### src/rtl/fccc_lock_reset_sequencer.sv
// Reset sequencer for the fabric CCC PLL. It qualifies LOCK, then releases the peripheral reset and then the CPU reset.
// Optional build macro LOCK_LOSS_CNT_EN adds a saturating lock-loss event counter output.
module fccc_lock_reset_sequencer #(
    parameter int unsigned STABLE_CYCLES = 1024,
    parameter int unsigned CPU_DELAY     = 16,
    parameter int unsigned HOLD_CYCLES   = 8
) (
    input  logic       clk,
    input  logic       rst_n,
    input  logic       lock,
    input  logic       soft_reset_req,
    output logic       periph_resetn,
    output logic       cpu_resetn,
    output logic       ready,
    output logic [2:0] state
`ifdef LOCK_LOSS_CNT_EN
    ,
    output logic [7:0] lock_loss_cnt
`endif
);

    typedef enum logic [2:0] {
        WAIT_LOCK  = 3'd0,
        STABILIZE  = 3'd1,
        REL_PERIPH = 3'd2,
        RUN        = 3'd3,
        HOLD       = 3'd4
    } state_t;

    localparam logic [15:0] STABLE_LAST = 16'(STABLE_CYCLES - 1);
    localparam logic [15:0] CPU_LAST    = 16'(CPU_DELAY - 1);
    localparam logic [15:0] HOLD_LAST   = 16'(HOLD_CYCLES - 1);

    logic [1:0]  lock_sync;
    logic        lock_s;
    state_t      state_q;
    state_t      state_d;
    logic [15:0] cnt;

    // NOTE: sequential state uses <= only; a blocking write would let the second
    // synchroniser stage pick up the first stage's new value on the same edge.
    always_ff @(posedge clk or negedge rst_n) begin
        if (!rst_n) begin
            lock_sync <= 2'b00;
        end else begin
            lock_sync <= {lock_sync[0], lock};
        end
    end

    assign lock_s = lock_sync[1];

    // NOTE: state_d gets its default before the case so no path can infer a latch.
    // Lock loss is tested before the soft request, so a coincident pair counts as lock loss.
    always_comb begin
        state_d = state_q;
        case (state_q)
            WAIT_LOCK: begin
                if (lock_s) state_d = STABILIZE;
            end
            STABILIZE: begin
                if (!lock_s)                 state_d = WAIT_LOCK;
                else if (cnt == STABLE_LAST) state_d = REL_PERIPH;
            end
            REL_PERIPH: begin
                if (!lock_s)              state_d = HOLD;
                else if (soft_reset_req)  state_d = HOLD;
                else if (cnt == CPU_LAST) state_d = RUN;
            end
            RUN: begin
                if (!lock_s || soft_reset_req) state_d = HOLD;
            end
            HOLD: begin
                if (cnt == HOLD_LAST) state_d = WAIT_LOCK;
            end
            default: state_d = HOLD;
        endcase
    end

    // The shared counter restarts from zero on every state change.
    always_ff @(posedge clk or negedge rst_n) begin
        if (!rst_n) begin
            cnt <= '0;
        end else if (state_d != state_q) begin
            cnt <= '0;
        end else if (state_q == STABILIZE || state_q == REL_PERIPH || state_q == HOLD) begin
            cnt <= cnt + 16'd1;
        end
    end

    // Outputs are decoded from the next state so they move on the same edge as the state.
    always_ff @(posedge clk or negedge rst_n) begin
        if (!rst_n) begin
            state_q       <= WAIT_LOCK;
            periph_resetn <= 1'b0;
            cpu_resetn    <= 1'b0;
            ready         <= 1'b0;
        end else begin
            state_q       <= state_d;
            periph_resetn <= (state_d == REL_PERIPH) || (state_d == RUN);
            cpu_resetn    <= (state_d == RUN);
            ready         <= (state_d == RUN);
        end
    end

    assign state = state_q;

`ifdef LOCK_LOSS_CNT_EN
    logic lock_lost;

    assign lock_lost = !lock_s && (state_q == REL_PERIPH || state_q == RUN);

    always_ff @(posedge clk or negedge rst_n) begin
        if (!rst_n) begin
            lock_loss_cnt <= 8'h00;
        end else if (lock_lost && lock_loss_cnt != 8'hFF) begin
            lock_loss_cnt <= lock_loss_cnt + 8'd1;
        end
    end
`endif

endmodule

### config.mk
export PLATFORM = sky130hd
export DESIGN_NAME = fccc_lock_reset_sequencer
export DESIGN_NICKNAME = d
export VERILOG_FILES = /design/src/rtl/fccc_lock_reset_sequencer.sv
export SDC_FILE = /design/constraint.sdc
export NUM_CORES = 1
export LEC_CHECK = 0
export CAP_MARGIN = 20
export CORE_ASPECT_RATIO = 1.5
export CORE_MARGIN = 3
export CORE_UTILIZATION = 45
export DETAILED_ROUTE_END_ITERATION = 8
export PLACE_DENSITY = 0.69
export SETUP_SLACK_MARGIN = 0.2
export SLEW_MARGIN = 30
export SYNTH_ARGS = -nofsm -noshare
export SYNTH_HDL_FRONTEND = slang
export SYNTH_SLANG_ARGS = --single-unit
### constraint.sdc
create_clock -name clk -period 2 [get_ports clk]
set_input_delay 0.3 -clock clk [delete_from_list [all_inputs] [get_ports clk]]
set_output_delay 0.3 -clock clk [all_outputs]
set_load 0.005 [all_outputs]
==> results.ini, run 1 <==
[run]
drv_cap=0

[detailed_routing]
dr_total_vias=880
drt_iter0_markers=12
first_pass_iters=4
drc=0
detail-route-antenna-nets=0
viasPerCell=5.64
drt-wirelength-per-cell_um=13.9
finalWirelength_um=2170

[status]
status=completed

[pwr]
power.density_nw_per_um2=550
swShare_pct=24.3
pwr-share-seq_pct=63.2
leakagePower_nw=0.605
peakVddDrop_mv=0.371
p_switching_w=0.000184
p_int_w=0.000574
finalPower_w=0.000758
combPwrFrac_pct=8.0
pwr-share-clk_pct=28.8

[yosys]
synth_commonest_cells=dfrtp_1 (23), nor2_1 (21), xor2_1 (13)
synth-main-ff-cell=dfrtp_1
ys_ff_latch=23
syn_nets=121
yosysMostFrequentCell=dfrtp_1
synth-seq-area-share_pct=48.3
synth_edf_count=0
synth_cells=116
yosys_warnings=0
synthDominantCellAreaShare_pct=48.3
synth_area_per_cell_um2=10.3
yosysUniqueCellTypes=30
async_reset_ff_share_pct=100
synthTopCellsByArea=dfrtp_1 (48%), xor2_1 (9.6%), nor2_1 (6.6%)
syn_area_um2=1190
synth_area_leader_cell=dfrtp_1

[setup_path]
path_class=reg2out
critPathRequiredTime_ps=1700
path_buf_inv=2
cp_top_family=buffers and inverters
cp.arrival_ps=1410
crit_chain=buf_4 -> clkdlybuf4s50_1
crit_start=state[0]$_DFF_PN0_
critPathCaptureType=primary output
r2r-start=cnt[4]$_DFFE_PN0P_
crit_slowest_cell=clkdlybuf4s50_1
critical_path.max_fanout=7
startpoint_type=flop
cpPeakStageDelay_ps=500
r2r_cells=6
cp.depth=2

[grt]
grt_pass1_vias=809
grt_overflow=0
antenna_found_initial=0
grt_pass1_wl_um=3510
grt_max_degree=24
grt_usage_pct=14.3

[placement]
place_congestion=0.735
io_buffers=9
dp_hpwl_um=1610
dpl_cell_area_um2=1310
dp_cells=149
dpl_worst_slack_ps=145

[clocking]
cts_sinks=23
h-tree-depth=1
cts_tree=yes
cts_root_buf=clkbuf_4
insertion_delay_ps=310
cts_buffer_depth=2
cts.clk_slew.worst_paths_ps=130
cts_buffers=3

[floorplan]
die_w_um=48.0
die_area_um2=3310
core_area_um2=2480
initial_core_util_pct=48.1
ios=10
die_h_um=69.0
rows=22

[timing]
timing.fmax_mhz=583
setup_ws_ps=286
period_share_pct=85.7
hold_viol=0
max_slew_margin_pct=73.5
worstMarginPinSlew_ps=393
layout_min_cycle_time_ps=1710
grt_setup_unrepaired=no
drv_slew=0
fin_setup_tns_ps=0
skew_ps=2.59
finalSetupViolCount=0

[finish]
final_nets=138
final_cells=156
postLayoutCellArea_um2=1380
n_antenna_cell=0
area_growth_pct=15.8
drive_above_1_share_pct=12.9

[hold_path]
hp-class=in2async

cell usage in the layout, fill, tap and decap left out, drive strengths merged:
cell           count
xor2              13
nand3              6
a21oi              4
clkinv             1
and4               2
inv                3
xnor2              3
o211ai             1
nand2              6
buf                8
o21a               1
nor2              21
a211oi             2
nand2b             1
ha                 1
and2               2
nor4               2
o32ai              1
o21ai              1
mux2i              2
o31ai              2
dfrtp             23
clkdlybuf4s50      9
a21o               1
and3               3
clkbuf             3
nand3b             2
nor3               1
nand4bb            1
nand4              6
sequential cells by signal, summed over array words and instances (netlist names):
signal,count
cnt,16
ready,1
periph_resetn,1
state,3
lock_sync,2
per-stage QoR:
step	hold WS [ps]	util (%)
final	323	55.7
after global routing	347	55.7
after CTS	328	54.8
after detailed placement	347	52.9
after global placement	343	52.9
after floorplan	4.41	-
area by class of cell:
class	instances	area, µm²
fillers	224	1100
clock inverters	1	5.00
multi-input cells	85	572
flip-flops and latches	23	576
well taps	24	30.0
inverters	3	11.3
clock buffers	3	22.5
repair buffers	17	163
path summary, 6_finish.rpt:
check / endpoint / slack, ps
min in group clk: lock_sync[1]$_DFF_PN0_ / 370
setup reg to reg: cnt[0]$_DFFE_PN0P_ / 350
hold / removal: state[0]$_DFF_PN0_ / 320
max in group asynchronous: cnt[5]$_DFFE_PN0P_ / 1460
hold reg to reg: lock_sync[1]$_DFF_PN0_ / 370
setup / recovery: state[0] / 290
power groups by stage:
stage | clock (W) | combinational (W) | sequential (W)
after floorplan | 0 | 0.0000320 | 0.000486
after global placement | 0 | 0.0000518 | 0.000487
after detailed placement | 0 | 0.0000546 | 0.000488
after CTS | 0.000223 | 0.0000616 | 0.000479
after global routing | 0.000245 | 0.0000677 | 0.000481
final | 0.000218 | 0.0000608 | 0.000479
cell families (layout without fill, tap and decap cells):
group	Yosys count	in the layout	synth area share, %
simple gates	53	53	23.7
flops	23	23	48.3
xor+xnor	16	16	11.8
compound gates	13	13	9.24
buf+inv	8	24	4.20
mux	2	2	1.68
fa+ha+maj	1	1	1.05
layer usage:
metal	up-vias	global-route usage, %	routed length (µm)
met5	-	0	0
met4	0	6.29	21
met3	2	2.35	72
met2	13	22.4	1130
met1	433	18.4	944
li1	432	-	-
timing repair:
item	in CTS	in global routing
pin swaps	1	1
gates resized for setup	0	1
buffers inserted	1	2
hold buffers	0	0
setup endpoints to repair	16	16
No activity file was read; power rests on OpenSTA's default activity.
==> run 2, diff against run 1 <==
ABC_CLOCK_PERIOD_IN_PS = 1600   (was default)
clock period = 1.6 ns   (was 2 ns; I/O delays follow)
==> results.ini, run 2 (synthesized netlist as in run 1, its figures left out) <==
[placement]
io_buffers=9  ; unchanged
dp_hpwl_um=1810  ; was 1610 µm
dpl_worst_slack_ps=-83.0  ; was 145 ps
place_congestion=0.791  ; was 0.735

[clocking]
cts.clk_slew.worst_paths_ps=120  ; was 130 ps
cts_sinks=23  ; unchanged
cts_buffers=3  ; unchanged
cts_buffer_depth=2  ; unchanged
cts_tree=yes  ; unchanged
insertion_delay_ps=310  ; about the same
cts_root_buf=clkbuf_4  ; unchanged
postCtsHoldBufs=0  ; unchanged
h-tree-depth=1  ; unchanged

[grt]
grt_overflow=0  ; unchanged
antenna_found_initial=0  ; unchanged
grt_pass1_vias=983  ; was 809
grt_max_degree=24  ; unchanged
grt_usage_pct=17.8  ; was 14.3%
grt_pass1_wl_um=4380  ; was 3510 µm

[setup_path]
critPathRequiredTime_ps=1810  ; was 1700 ps
critical_path.max_fanout=16  ; was 7
r2r_cells=6  ; unchanged
critPathCaptureType=flop  ; was primary output
startpoint_type=flop  ; unchanged
r2r-start=cnt[13]$_DFFE_PN0P_  ; was cnt[4]$_DFFE_PN0P_
r2r_slack_ps=-40  ; was 350 ps
cp.arrival_ps=1850  ; was 1410 ps
path_class=reg2reg  ; was reg2out
regToRegEndpoint=cnt[2]$_DFFE_PN0P_  ; was cnt[0]$_DFFE_PN0P_

[finish]
drive_above_1_share_pct=32.7  ; was 12.9%
largest_register_ffs=16  ; unchanged
area_growth_pct=39.3  ; was 15.8%
fin_util_pct=67.0  ; was 55.7%
layout_common_cells=buf_4 (23), nor2_1 (21), dfrtp_1 (20), xor2_1 (13), nand2_1 (6)  ; was dfrtp_1 (23), nor2_1 (21), xor2_1 (13), clkdlybuf4s50_1 (9), buf_4 (7)
final_nets=159  ; was 138
final_common_cell=buf_4  ; was dfrtp_1
n_antenna_cell=0  ; unchanged
nFillCells=202  ; was 224
multi_input_area_um2=668  ; was 572 µm²
regArea_um2=579  ; was 576 µm²
regMostFlops=cnt  ; unchanged

[timing]
max_slew_margin_pct=80.5  ; was 73.5%
fin_setup_tns_ps=-391  ; was 0 ps
timing.fmax_mhz=608
layout_min_cycle_time_ps=1640
skew_ps=3.98  ; was 2.59 ps
grt_setup_unrepaired=yes  ; was no
worstMarginPinSlew_ps=292  ; was 393 ps
setup_ws_ps=-44.3  ; was 286 ps
period_share_pct=103
finalSetupViolCount=18  ; was 0
whs_ps=267  ; was 323 ps
drv_slew=0  ; unchanged
hold_viol=0  ; unchanged

[floorplan]
die_area_um2=3310  ; unchanged
rows=22  ; unchanged
ios=10  ; unchanged
initial_core_util_pct=48.1  ; unchanged
die_w_um=48.0  ; unchanged
core_area_um2=2480  ; unchanged
die_h_um=69.0  ; unchanged

[detailed_routing]
finalWirelength_um=2640  ; was 2170 µm
first_pass_iters=4  ; unchanged
viasPerCell=5.51  ; was 5.64
detail-route-antenna-nets=0  ; unchanged
drc=0  ; unchanged
drt_iter0_markers=26  ; was 12
dr_total_vias=975  ; was 880
drt-wirelength-per-cell_um=14.9  ; was 13.9 µm

[status]
violations=negative setup slack
status=finished with violations  ; was completed

[pwr]
peakVddDrop_mv=0.453  ; was 0.371 mV
power.density_nw_per_um2=582  ; was 550 nW/µm²
leakagePower_nw=0.762  ; was 0.605 nW

[run]
drv_cap=0  ; unchanged

[hold_path]
hp-class=in2async  ; unchanged

## run 2: cell type report
type | instances | share of cell area [%]
Timing Repair Buffer | 38 | 20.7
Sequential cell | 23 | 34.9
Inverter | 3 | 0.679
Tap cell | 24 | 1.81
Clock buffer | 4 | 1.58
Multi-Input combinational cell | 85 | 40.3
## run 2: per-layer routing
metal,global-route usage [%],part of all wire [%]
met5,0,0
met4,4.49,2.6
met3,2.35,2.3
met2,30.9,55
met1,21.8,40
## run 2: timing repair
action                                 in CTS  in global routing
pin swaps                                   6                  6
gates resized for setup                    18                  5
endpoints found under the hold margin       0                  0
setup endpoints to repair                  25                 22
buffers inserted                            6                  3
## run 2: report_power, final
| group | switching (W) | internal [W] | total [W] |
|---|---|---|---|
| Sequential | 0.00000661 | 0.000590 | 0.000597 |
| Combinational | 0.0000504 | 0.0000537 | 0.000104 |
| Clock | 0.000168 | 0.0000975 | 0.000265 |
| Total | 0.000225 | 0.000741 | 0.000966 |
## run 2: stage by stage
stage / std cells / cell area, µm² / total power [W]
CTS: 174 / 1610 / 0.000977
global placement: 164 / 1480 / 0.000701
global route: 177 / 1660 / 0.00102
finish: 177 / 1660 / 0.000966
detailed placement: 164 / 1480 / 0.000703
floorplan: 116 / 1250 / 0.000654
## run 2: critical path, stage by stage, from the launching register on
cell and delay [ps]:
dfrtp_2 450, nor4_4 330, and4_1 280, nand3b_1 140, o211ai_4 120, buf_12 160, nor2_1 70
## run 2: worst max-delay path by stage
stage,depth (start not counted),slack [ps],startpoint,endpoint
after global routing,7,-130,state[1]$_DFF_PN0_,cnt[13]$_DFFE_PN0P_
final,6,-40,cnt[13]$_DFFE_PN0P_,cnt[2]$_DFFE_PN0P_
after detailed placement,7,-80,soft_reset_req,cnt[2]$_DFFE_PN0P_
after floorplan,7,30,cnt[4]$_DFFE_PN0P_,cnt[0]$_DFFE_PN0P_
after global placement,7,-50,soft_reset_req,cnt[6]$_DFFE_PN0P_
after CTS,7,0.8,state[0]$_DFF_PN0_,cnt[13]$_DFFE_PN0P_
